File: config.mk
export PLATFORM = sky130hd
export DESIGN_NAME = ripple_count_monitor
export DESIGN_NICKNAME = d
export VERILOG_FILES = /design/src/rtl/ripple_count_monitor.sv
export SDC_FILE = /design/constraint.sdc
export NUM_CORES = 1
export LEC_CHECK = 0
export ABC_AREA = 1
export ABC_CLOCK_PERIOD_IN_PS = 1500
export CORE_MARGIN = 3
export CORE_UTILIZATION = 30
export CTS_BUF_LIST = sky130_fd_sc_hd__clkbuf_16
export DETAILED_ROUTE_END_ITERATION = 10
export HOLD_SLACK_MARGIN = 0.15
export SYNTH_ARGS = -nofsm -noshare
export SYNTH_HDL_FRONTEND = slang
export SYNTH_SLANG_ARGS = --single-unit
File: constraint.sdc
create_clock -name clock -period 1.5 [get_ports clock]
set_input_delay 0.3 -clock clock [delete_from_list [all_inputs] [get_ports clock]]
set_output_delay 0.3 -clock clock [all_outputs]
set_load 0.1 [all_outputs]
File: src/rtl/ripple_count_monitor.sv
// -----------------------------------------------------------------------------
// ripple_count_monitor
//
// Consumer of a free-running JK ripple counter. The counter's Q outputs are
// asynchronous and pass through transient codes while bits ripple, so this
// block:
//   1. resynchronises q_in through a two-flop synchroniser (s1 -> s2),
//   2. accepts a value only after STABLE_CYCLES consecutive equal samples,
//   3. extends the count with a wrap counter whenever a new value is
//      numerically smaller than the previous accepted one,
//   4. offers each new settled value on a valid/ready interface, overwriting
//      an unread value (and flagging overrun) if the consumer is slow.
//
// Optional feature (compile-time macro RCM_DELTA_EN):
//   When defined, a 'delta' output carries (new - previous) mod 2^WIDTH,
//   registered on every accept. When undefined the port and logic are absent.
//
// Parameters
//   WIDTH          width of the ripple counter Q bus
//   EXT_W          width of the wrap-extension counter (upper bits of count_out)
//   STABLE_CYCLES  consecutive equal synchronised samples to accept (>= 1)
//
// Ports
//   clock        in   system clock, rising edge
//   reset        in   asynchronous, active-high reset
//   q_in         in   raw ripple counter outputs, asynchronous to clock
//   count_ready  in   consumer ready; transfer when count_valid & count_ready
//   count_out    out  {ext_count, last_stable}
//   count_valid  out  count_out holds an untransferred value
//   wrap_pulse   out  one-cycle pulse on the accept that detects a wrap
//   overrun      out  sticky: an unread value was overwritten (reset clears)
//   delta        out  accepted step size (RCM_DELTA_EN builds only)
// -----------------------------------------------------------------------------
module ripple_count_monitor #(
    parameter int WIDTH         = 4,
    parameter int EXT_W         = 4,
    parameter int STABLE_CYCLES = 2
) (
    input  logic                   clock,
    input  logic                   reset,
    input  logic [WIDTH-1:0]       q_in,
    input  logic                   count_ready,
    output logic [WIDTH+EXT_W-1:0] count_out,
    output logic                   count_valid,
    output logic                   wrap_pulse,
    output logic                   overrun
`ifdef RCM_DELTA_EN
    ,
    output logic [WIDTH-1:0]       delta
`endif
);

    // Counter just wide enough to hold STABLE_CYCLES.
    localparam int               CNT_W   = $clog2(STABLE_CYCLES + 1);
    localparam logic [CNT_W-1:0] CNT_MAX = CNT_W'(STABLE_CYCLES);

    typedef enum logic {
        ST_IDLE = 1'b0,
        ST_HOLD = 1'b1
    } state_t;

    // -------------------------------------------------------------------------
    // Registers
    // -------------------------------------------------------------------------
    logic [WIDTH-1:0]       r_s1;
    logic [WIDTH-1:0]       r_s2;
    logic [WIDTH-1:0]       r_cand;
    logic [CNT_W-1:0]       r_cnt;
    logic [WIDTH-1:0]       r_last_stable;
    logic [EXT_W-1:0]       r_ext_count;
    logic [WIDTH+EXT_W-1:0] r_count_out;
    logic                   r_wrap_pulse;
    logic                   r_overrun;
    state_t                 r_state;

    // -------------------------------------------------------------------------
    // Combinational nets
    // -------------------------------------------------------------------------
    logic                   w_new_cand;
    logic [CNT_W-1:0]       w_cnt_next;
    logic                   w_reached;
    logic                   w_accept;
    logic                   w_wrap;
    logic [EXT_W-1:0]       w_ext_next;
    logic                   w_set_overrun;
    state_t                 w_state_next;

    // -------------------------------------------------------------------------
    // Two-flop synchroniser. Nothing but r_s2 may look at r_s1: r_s1 can be
    // metastable, and a multi-bit ripple code can be captured half-updated.
    // -------------------------------------------------------------------------
    // NOTE: clocked state uses non-blocking (<=) so every flop samples the
    // pre-edge value of its source; blocking here would collapse s1/s2 into
    // a single stage.
    always_ff @(posedge clock or posedge reset) begin
        if (reset) begin
            r_s1 <= '0;
            r_s2 <= '0;
        end else begin
            r_s1 <= q_in;
            r_s2 <= r_s1;
        end
    end

    // -------------------------------------------------------------------------
    // Stability filter.
    // r_cand always follows r_s2 one edge late, so r_cnt is the length of the
    // current run of equal synchronised samples, saturating at CNT_MAX.
    // The accept fires only on the edge where the run length first reaches
    // CNT_MAX; a run that merely stays saturated does not re-fire. For
    // STABLE_CYCLES = 1 a fresh candidate reaches the threshold immediately,
    // which is why w_new_cand also qualifies the reach condition.
    // -------------------------------------------------------------------------
    always_comb begin
        w_new_cand = (r_s2 != r_cand);

        if (w_new_cand) begin
            w_cnt_next = CNT_W'(1);
        end else if (r_cnt == CNT_MAX) begin
            w_cnt_next = r_cnt;
        end else begin
            w_cnt_next = r_cnt + CNT_W'(1);
        end

        w_reached = (w_cnt_next == CNT_MAX) && (w_new_cand || (r_cnt != CNT_MAX));

        // The candidate after this edge is r_s2; re-accepting the value
        // already published is suppressed.
        w_accept  = w_reached && (r_s2 != r_last_stable);

        // An up-counter only ever moves to a smaller code by rolling over.
        w_wrap     = w_accept && (r_s2 < r_last_stable);
        w_ext_next = w_wrap ? (r_ext_count + EXT_W'(1)) : r_ext_count;
    end

    always_ff @(posedge clock or posedge reset) begin
        if (reset) begin
            r_cand <= '0;
            r_cnt  <= '0;
        end else begin
            r_cand <= r_s2;
            r_cnt  <= w_cnt_next;
        end
    end

    // -------------------------------------------------------------------------
    // Accept datapath: extension counter, published value, wrap pulse.
    // count_out is loaded on every accept regardless of handshake state; the
    // FSM decides whether that was a normal load or an overwrite.
    // -------------------------------------------------------------------------
    always_ff @(posedge clock or posedge reset) begin
        if (reset) begin
            r_last_stable <= '0;
            r_ext_count   <= '0;
            r_count_out   <= '0;
            r_wrap_pulse  <= 1'b0;
        end else begin
            r_wrap_pulse <= w_wrap;
            if (w_accept) begin
                r_last_stable <= r_s2;
                r_ext_count   <= w_ext_next;
                r_count_out   <= {w_ext_next, r_s2};
            end
        end
    end

`ifdef RCM_DELTA_EN
    // Step size of the accepted value, modulo the counter range, so a
    // roll-over such as 15 -> 1 reports the true forward distance of 2.
    logic [WIDTH-1:0] r_delta;

    always_ff @(posedge clock or posedge reset) begin
        if (reset) begin
            r_delta <= '0;
        end else if (w_accept) begin
            r_delta <= r_s2 - r_last_stable;
        end
    end

    assign delta = r_delta;
`endif

    // -------------------------------------------------------------------------
    // Handshake FSM. IDLE: nothing to offer. HOLD: count_out is on offer.
    // An accept in HOLD always lands in HOLD: with ready high the old value
    // transfers on this edge and the new one takes its place; with ready low
    // the old value is lost and overrun is flagged.
    // -------------------------------------------------------------------------
    always_ff @(posedge clock or posedge reset) begin
        if (reset) begin
            r_state <= ST_IDLE;
        end else begin
            r_state <= w_state_next;
        end
    end

    // NOTE: every signal driven here gets a default before the case so no
    // path leaves it unassigned; a missing default would infer a latch.
    always_comb begin
        w_state_next  = r_state;
        w_set_overrun = 1'b0;

        case (r_state)
            ST_IDLE: begin
                if (w_accept) begin
                    w_state_next = ST_HOLD;
                end
            end
            ST_HOLD: begin
                if (w_accept) begin
                    w_state_next  = ST_HOLD;
                    w_set_overrun = !count_ready;
                end else if (count_ready) begin
                    w_state_next = ST_IDLE;
                end
            end
            default: begin
                w_state_next = ST_IDLE;
            end
        endcase
    end

    // Sticky overrun; only reset clears it.
    always_ff @(posedge clock or posedge reset) begin
        if (reset) begin
            r_overrun <= 1'b0;
        end else if (w_set_overrun) begin
            r_overrun <= 1'b1;
        end
    end

    // -------------------------------------------------------------------------
    // Outputs (all straight from flops or a flop decode)
    // -------------------------------------------------------------------------
    assign count_out   = r_count_out;
    assign count_valid = (r_state == ST_HOLD);
    assign wrap_pulse  = r_wrap_pulse;
    assign overrun     = r_overrun;

endmodule
* Word level (Yosys, flattened, before mapping)
Cells that the tools add are included.
** Storage, ports and cells
- Bits in registers :: 33
- Input bits :: 7
- Output and inout bits :: 11
- Word-level logic and storage cells :: 33
** Operators by class
- Add/sub/neg operators :: 2
- Order comparisons :: 1
- Equality and inequality tests :: 5
- Mux-type cells :: 9
- Bitwise logic cells :: 1
- Reduce and logical (&&, ||, !) cells :: 5
** Operators by type and width (count)
- inequality test 4 bit :: 2
- 2-to-1 mux 1 bit :: 5
- adder 4 x 1 -> 4 bit (second input constant) :: 1
- == test 2 bit (second input constant) :: 2
- < comparator 4 bit :: 1
- 2-to-1 mux 2 bit :: 2
- 2-to-1 mux 4 bit :: 1
- logical AND 1 bit :: 3
- adder 2 x 1 -> 2 bit (second input constant) :: 1
- inequality test 2 bit (second input constant) :: 1
- one-hot mux 1 bit (2 select lines) :: 1
- logical NOT 1 bit :: 1
- logical OR 1 bit :: 1
- NOT 1 bit :: 1

* Longest topological paths before layout
Gate-level depths: netlist of run 1.
- Word-level depth :: 8
- Gate-level depth with buffers :: 9
- Depth with buffers taken out :: 9

* Worst setup path after synthesis of run 1
No wires, ideal clock.
- Kind :: register to register
- Start point :: reg count_out[3] (netlist name)
- End point :: reg r_ext_count[0]
- Library setup time :: 0.122 ns
- Data arrival time :: 2.074 ns
- Required time :: 1.378 ns
- Setup slack :: -0.696 ns
- Cell stages (with the launch flop) :: 9
- Buffers on the path :: 0
- Period minus slack after synthesis :: 2.196 ns
- Cell sequence :: dfrtp_1 > inv_1 > ha_1 > nand2_1 > inv_1 > a21oi_1 > nand4_1 > nand2_1 > nand2_1
** RTL lines
- end signal, assigned :: line 161 : r_ext_count <= w_ext_next;
- end, declared :: line 70 : logic [EXT_W-1:0] r_ext_count;

==> impl_metrics.toml, run 1 <==
[pwr]
internal-power_mw = 1.93
combPwrFrac_pct = 55.7
power_mw = 3.48
p_leak_nw = 0.892
p_clk_share_pct = 16.6
powerDensity_nw_per_um2 = 1920
switching_share_pct = 44.4
ir_worst_vdd_mv = 0.644
switching_power_mw = 1.55
seq_power_share_pct = 27.8

[clock_tree]
cts.sinks = 25
h-tree-depth = 1
worstSkewPairLatency_ps = 250
root_buffer = "clkbuf_16"
cts_inserted_buffers = 3
cts_tree = "built"
clockBufferDepth = 2
path_clk_slew_ps = 60

[sta]
maxClockFrequency_ghz = 0.646
finClkSkew_ps = 3.04
fin_crit_sh_pct = 103
fin_crit_ps = 1550
rsz0062_at_grt = "yes"
report.final.slew_viol_count = 0
slew_headroom_pct = 79.3
setup-violations-final = 5
worst_slack_ps = -48.7
hold_viol = 0
worstMarginPinSlew_ps = 310
hold_ws_ps = 349

[final_layout]
num-fill-cells = 305
fin_nets = 167
stdcell_area_um2 = 1810
antennaDiodeCount = 0
seqCellArea_um2 = 643
final_common_cell = "nand2_1"
area_delta_synth_final_pct = 61.6
drive_above_1_share_pct = 44.1
multi_input_area_um2 = 547
layout_common_cells = "28 x nand2_1, 19 x dfrtp_1, 18 x inv_1, 11 x buf_12, 11 x buf_4"

[synth]
syn_area_um2 = 1120
avgSynthCellArea_um2 = 9.56
ys_types = 19
synthesis.nets = 131
ys_ff_latch = 25
ys_seq_area_share_pct = 55.9
synthCells = 117
ys.warnings.count = 0

[global_route]
antenna_found_initial = 0
grt_overflow_total = 0
grt_pass1_wl_um = 3960
grt_max_degree = 26
track_usage_pct = 11.8
grt_pass1_vias = 891

[hold_path]
min_path_cells = 0
hold_class = "flop to flop"

[setup_path]
worstPathMaxFanout = 4
rrSetupSlack_ps = -50
cp-start-kind = "flop"
cp.depth = 9
max_stage_delay_ps = 490
crit_buf_inv = 3
path_class = "flop to flop"
crit_slowest_cell = "dfrtp_4"
crit_chain = "inv_4 > ha_4 > nand2_4 > nor2_2 > nor3_4 > buf_6 > buf_4 > nand4_1 > nand2_1"
cp.arrival_ps = 1740
required_ps = 1690
r2r_cells = 9
path_delay_family = "flip-flops"
cp-end-kind = "flop"

[die]
io_pins = 18
dieArea_um2 = 4500
rows = 21
start_util_pct = 32.3
core_um2 = 3470
fp.dieH_um = 67.1
die_w_um = 67.1

[routing]
postRouteAntennaNets = 0
wl_per_cell_um = 12.0
drt-total-wl_um = 2370
first_pass_iters = 4
post_drt_via_cell_ratio = 4.34
vias = 860
drtIter0Drc = 36
drc = 0

[flow_run]
drv_cap = 0

[placed_design]
dpl-instance-area_um2 = 1610
dp_slack_ps = -37.9
gp_congestion = 0.758
port_buffers = 17
hpwl_um = 1640

[status]
violations = "setup timing"
status = "finished with violations"
## power groups by stage
stage / combinational, mW / sequential (mW) / clock, mW
finish: 1.94 / 0.966 / 0.577
global route: 2.03 / 0.983 / 0.625
CTS: 1.83 / 0.961 / 0.589
detailed placement: 1.76 / 0.969 / 0
global placement: 1.74 / 0.961 / 0
floorplan: 0.374 / 1.65 / 0
## synthesized netlist by cell type
cell      number  area [µm²]
nand2_1       37         139
dfrtp_1       25         626
inv_1         23        86.3
ha_1           7        87.6
nand4_1        5        31.3
o21ai_1        4        20.0
nor2_1         3        11.3
xnor2_1        2        17.5
a21oi_1        1        5.00
inv_2          1        3.75
nand2_2        1        6.26
nand2_4        1        11.3
nand3_1        1        5.00
nor2_2         1        6.26
nor2_8         1        20.0
nor3_4         1        16.3
o21bai_2       1        11.3
or2_2          1        6.26
xor2_1         1        8.76
## flip-flops by register name, indices dropped and copies added, names as in the netlist
signal         flops
r_ext_count        4
r_cand             4
count_valid        1
r_s1               4
r_cnt              2
count_out          1
wrap_pulse         1
overrun            1
r_last_stable      3
r_s2               4
## per-stage QoR
| step | TNS, ps | util (%) | instances |
|---|---|---|---|
| after floorplan | -1890 | - | 117 |
| after global placement | -84.0 | 46.5 | 191 |
| after detailed placement | -150 | 46.5 | 191 |
| after CTS | -156 | 50.4 | 198 |
| after global routing | -828 | 52.1 | 198 |
| final | -155 | 52.1 | 198 |
## cells by family after synthesis
kind of cell               synth area share, %
adders and majority gates                 7.83
buffers and inverters                     8.05
DFF                                       55.9
and+or+nand+nor                           22.6
xor gates and xnor gates                  2.35
AOI/OAI and AO/OA                         3.24
## final cells by class
cell class	instances	share of cell area, %
clock buffers	3	4.15
clock inverters	1	0.277
inverters	24	5.26
multi-input cells	69	30.2
flip-flops and latches	25	35.6
well taps	46	3.18
repair buffers	30	21.3
## worst paths after layout
path | endpoint | from
max in group asynchronous | r_last_stable[1] | reset
min in group asynchronous | r_cand[0] | reset
max reg2reg | r_ext_count[1] | count_out[3]
min | r_s2[3] | r_s1[3]
min reg2reg | r_s2[3] | r_s1[3]
max | r_ext_count[1] | count_out[3]
## what timing repair did
action / in CTS / in global routing
cloned: 1 / 0
setup endpoints to repair: 8 / 11
hold buffers: 0 / 0
pin swaps: 14 / 17
setup buffers: 2 / 0
resized for setup: 9 / 17
## per-layer routing
metal | part of all wire [%] | vias to the layer above | global-route usage [%]
met1 | 42 | 420 | 14.2
met4 | 1.5 | 0 | 4.56
li1 | - | 425 | -
met3 | 2.4 | 2 | 2.53
met5 | 0 | - | 0
met2 | 54 | 13 | 20.5
Power figures use the tool's default switching activity.
==> run 2: changes to the inputs <==
==> constraint.sdc (replaced) <==
create_clock -name clock -period 1.5 [get_ports clock]
set_input_delay 0.45 -clock clock [delete_from_list [all_inputs] [get_ports clock]]
set_output_delay 0.45 -clock clock [all_outputs]
set_load 0.1 [all_outputs]
==> run 2 against run 1 <==
- the flow still finishes with violations (setup timing)
- first-iteration DRC count is 47% lower
- sequential share of layout area fell by 0.29 points
- hold slack lost 1.2 ps
- critical path depth is 1 higher
- global-route usage fell by 0.11 points
- setup slack better by 36 ps
- maximum frequency grew 2.4%
- die area unchanged
- cell count grew 1.0%
- largest cell class unchanged
==> impl_metrics.toml, run 2 (synthesis results as in run 1) <==
[status]
status = "finished with violations"
violations = "setup timing"

[global_route]
antenna_found_initial = 0
grt_max_degree = 26
grt_pass1_vias = 884
grt_overflow_total = 0
grt_pass1_wl_um = 3900
track_usage_pct = 11.7

[hold_path]
hold_class = "flop to flop"
min_path_cells = 0

[clock_tree]
clockBufferDepth = 2
root_buffer = "clkbuf_16"
ctsHoldBuffers = 0
cts.sinks = 25
path_clk_slew_ps = 60
cts_inserted_buffers = 3
h-tree-depth = 1
worstSkewPairLatency_ps = 260
cts_tree = "built"

[placed_design]
dp_cells = 191
gp_congestion = 0.760
hpwl_um = 1690
port_buffers = 17
dp_slack_ps = -59.0

[routing]
drtIter0Drc = 19
drc = 0
first_pass_iters = 4
postRouteAntennaNets = 0
post_drt_via_cell_ratio = 4.40
drt-total-wl_um = 2350
vias = 880
wl_per_cell_um = 11.7

[final_layout]
drive_above_1_share_pct = 42.2
fin_nets = 169
area_delta_synth_final_pct = 62.6
stdcell_count = 200
final_common_cell = "nand2_1"
antennaDiodeCount = 0
utilization_pct = 52.5
layout_common_cells = "30 x nand2_1, 20 x dfrtp_1, 19 x inv_1, 12 x buf_12, 10 x buf_4"

[sta]
rsz0062_at_grt = "yes"
fin_crit_sh_pct = 101
fin_tns_setup_ps = -47.0
setup-violations-final = 6
slew_headroom_pct = 84.8
finClkSkew_ps = 3.92
report.final.slew_viol_count = 0
maxClockFrequency_ghz = 0.661
worst_slack_ps = -12.3
worstMarginPinSlew_ps = 228
hold_viol = 0
fin_crit_ps = 1510

[setup_path]
required_ps = 1690
crit_chain = "buf_6 > inv_1 > nand2_1 > nand2_2 > nor2_2 > nand2_2 > nor2_8 > buf_4 > nand4_1 > nand2_1"
cp.depth = 10
path_delay_family = "simple AND/OR/NAND/NOR gates"
max_stage_delay_ps = 410
crit_slowest_cell = "dfrtp_1"
crit_buf_inv = 3
cp-end-kind = "flop"
path_class = "flop to flop"
worstPathMaxFanout = 4
r2r_cells = 10
cp-start-kind = "flop"
cp.arrival_ps = 1710

[pwr]
power_mw = 3.44
p_leak_nw = 0.910
powerDensity_nw_per_um2 = 1890
ir_worst_vdd_mv = 0.605

[die]
dieArea_um2 = 4500
rows = 21
fp.dieH_um = 67.1
core_um2 = 3470
io_pins = 18
start_util_pct = 32.3
die_w_um = 67.1

[flow_run]
drv_cap = 0
run 2: changes by cell type in the layout (fill, tap and decap cells not counted), moves of 2 or more:
cell / change
buf_6: +2
inv_2: +2
inv_4: -2
nand2_1: +2
nand2_2: -3
nand2_4: +2
run 2: final cells by class:
class,instances,area (µm²)
inverter,24,90.1
timing repair buffer,32,420
sequential,25,642
clock buffer,3,75.1
tap,46,57.6
clock inverter,1,3.75
fill,314,1650
multi-input combinational,69,531
run 2: worst paths after layout:
kind	startpoint	end	slack (ps)
min in group asynchronous	reset	r_s1[1]	510
worst min register to register	r_s1[3]	r_s2[3]	350
worst max-delay path	r_s2[3]	r_ext_count[3]	-10
worst max register to register	r_s2[3]	r_ext_count[3]	-10
max in group asynchronous	reset	count_out[3]	830
worst min-delay path	r_s1[3]	r_s2[3]	350
run 2: metrics by stage:
step,area (µm²),hold slack (ps)
after global routing,1820,354
after detailed placement,1630,337
after global placement,1630,332
final,1820,348
after floorplan,1190,331
after CTS,1730,351
run 2: per-layer routing:
| layer | part of all wire (%) | track usage [%] | up-vias |
|---|---|---|---|
| li1 | - | - | 431 |
| met1 | 41 | 14.1 | 435 |
| met2 | 55 | 20.1 | 12 |
| met3 | 2.6 | 2.53 | 2 |
| met4 | 0.81 | 4.56 | 0 |
| met5 | 0 | 0 | - |
run 2: what timing repair did:
item                       CTS  global route
setup endpoints to repair   11            14
pin swaps                   10            14
resized for setup            4            18
setup buffers                2             2
gates cloned                 0             1
run 2: report_power, final:
| part | switching [mW] | leakage (nW) | internal (mW) |
|---|---|---|---|
| registers | 0.138 | 0.300 | 0.820 |
| logic | 1.16 | 0.568 | 0.751 |
| clock network | 0.214 | 0.0423 | 0.356 |
| total | 1.52 | 0.910 | 1.93 |
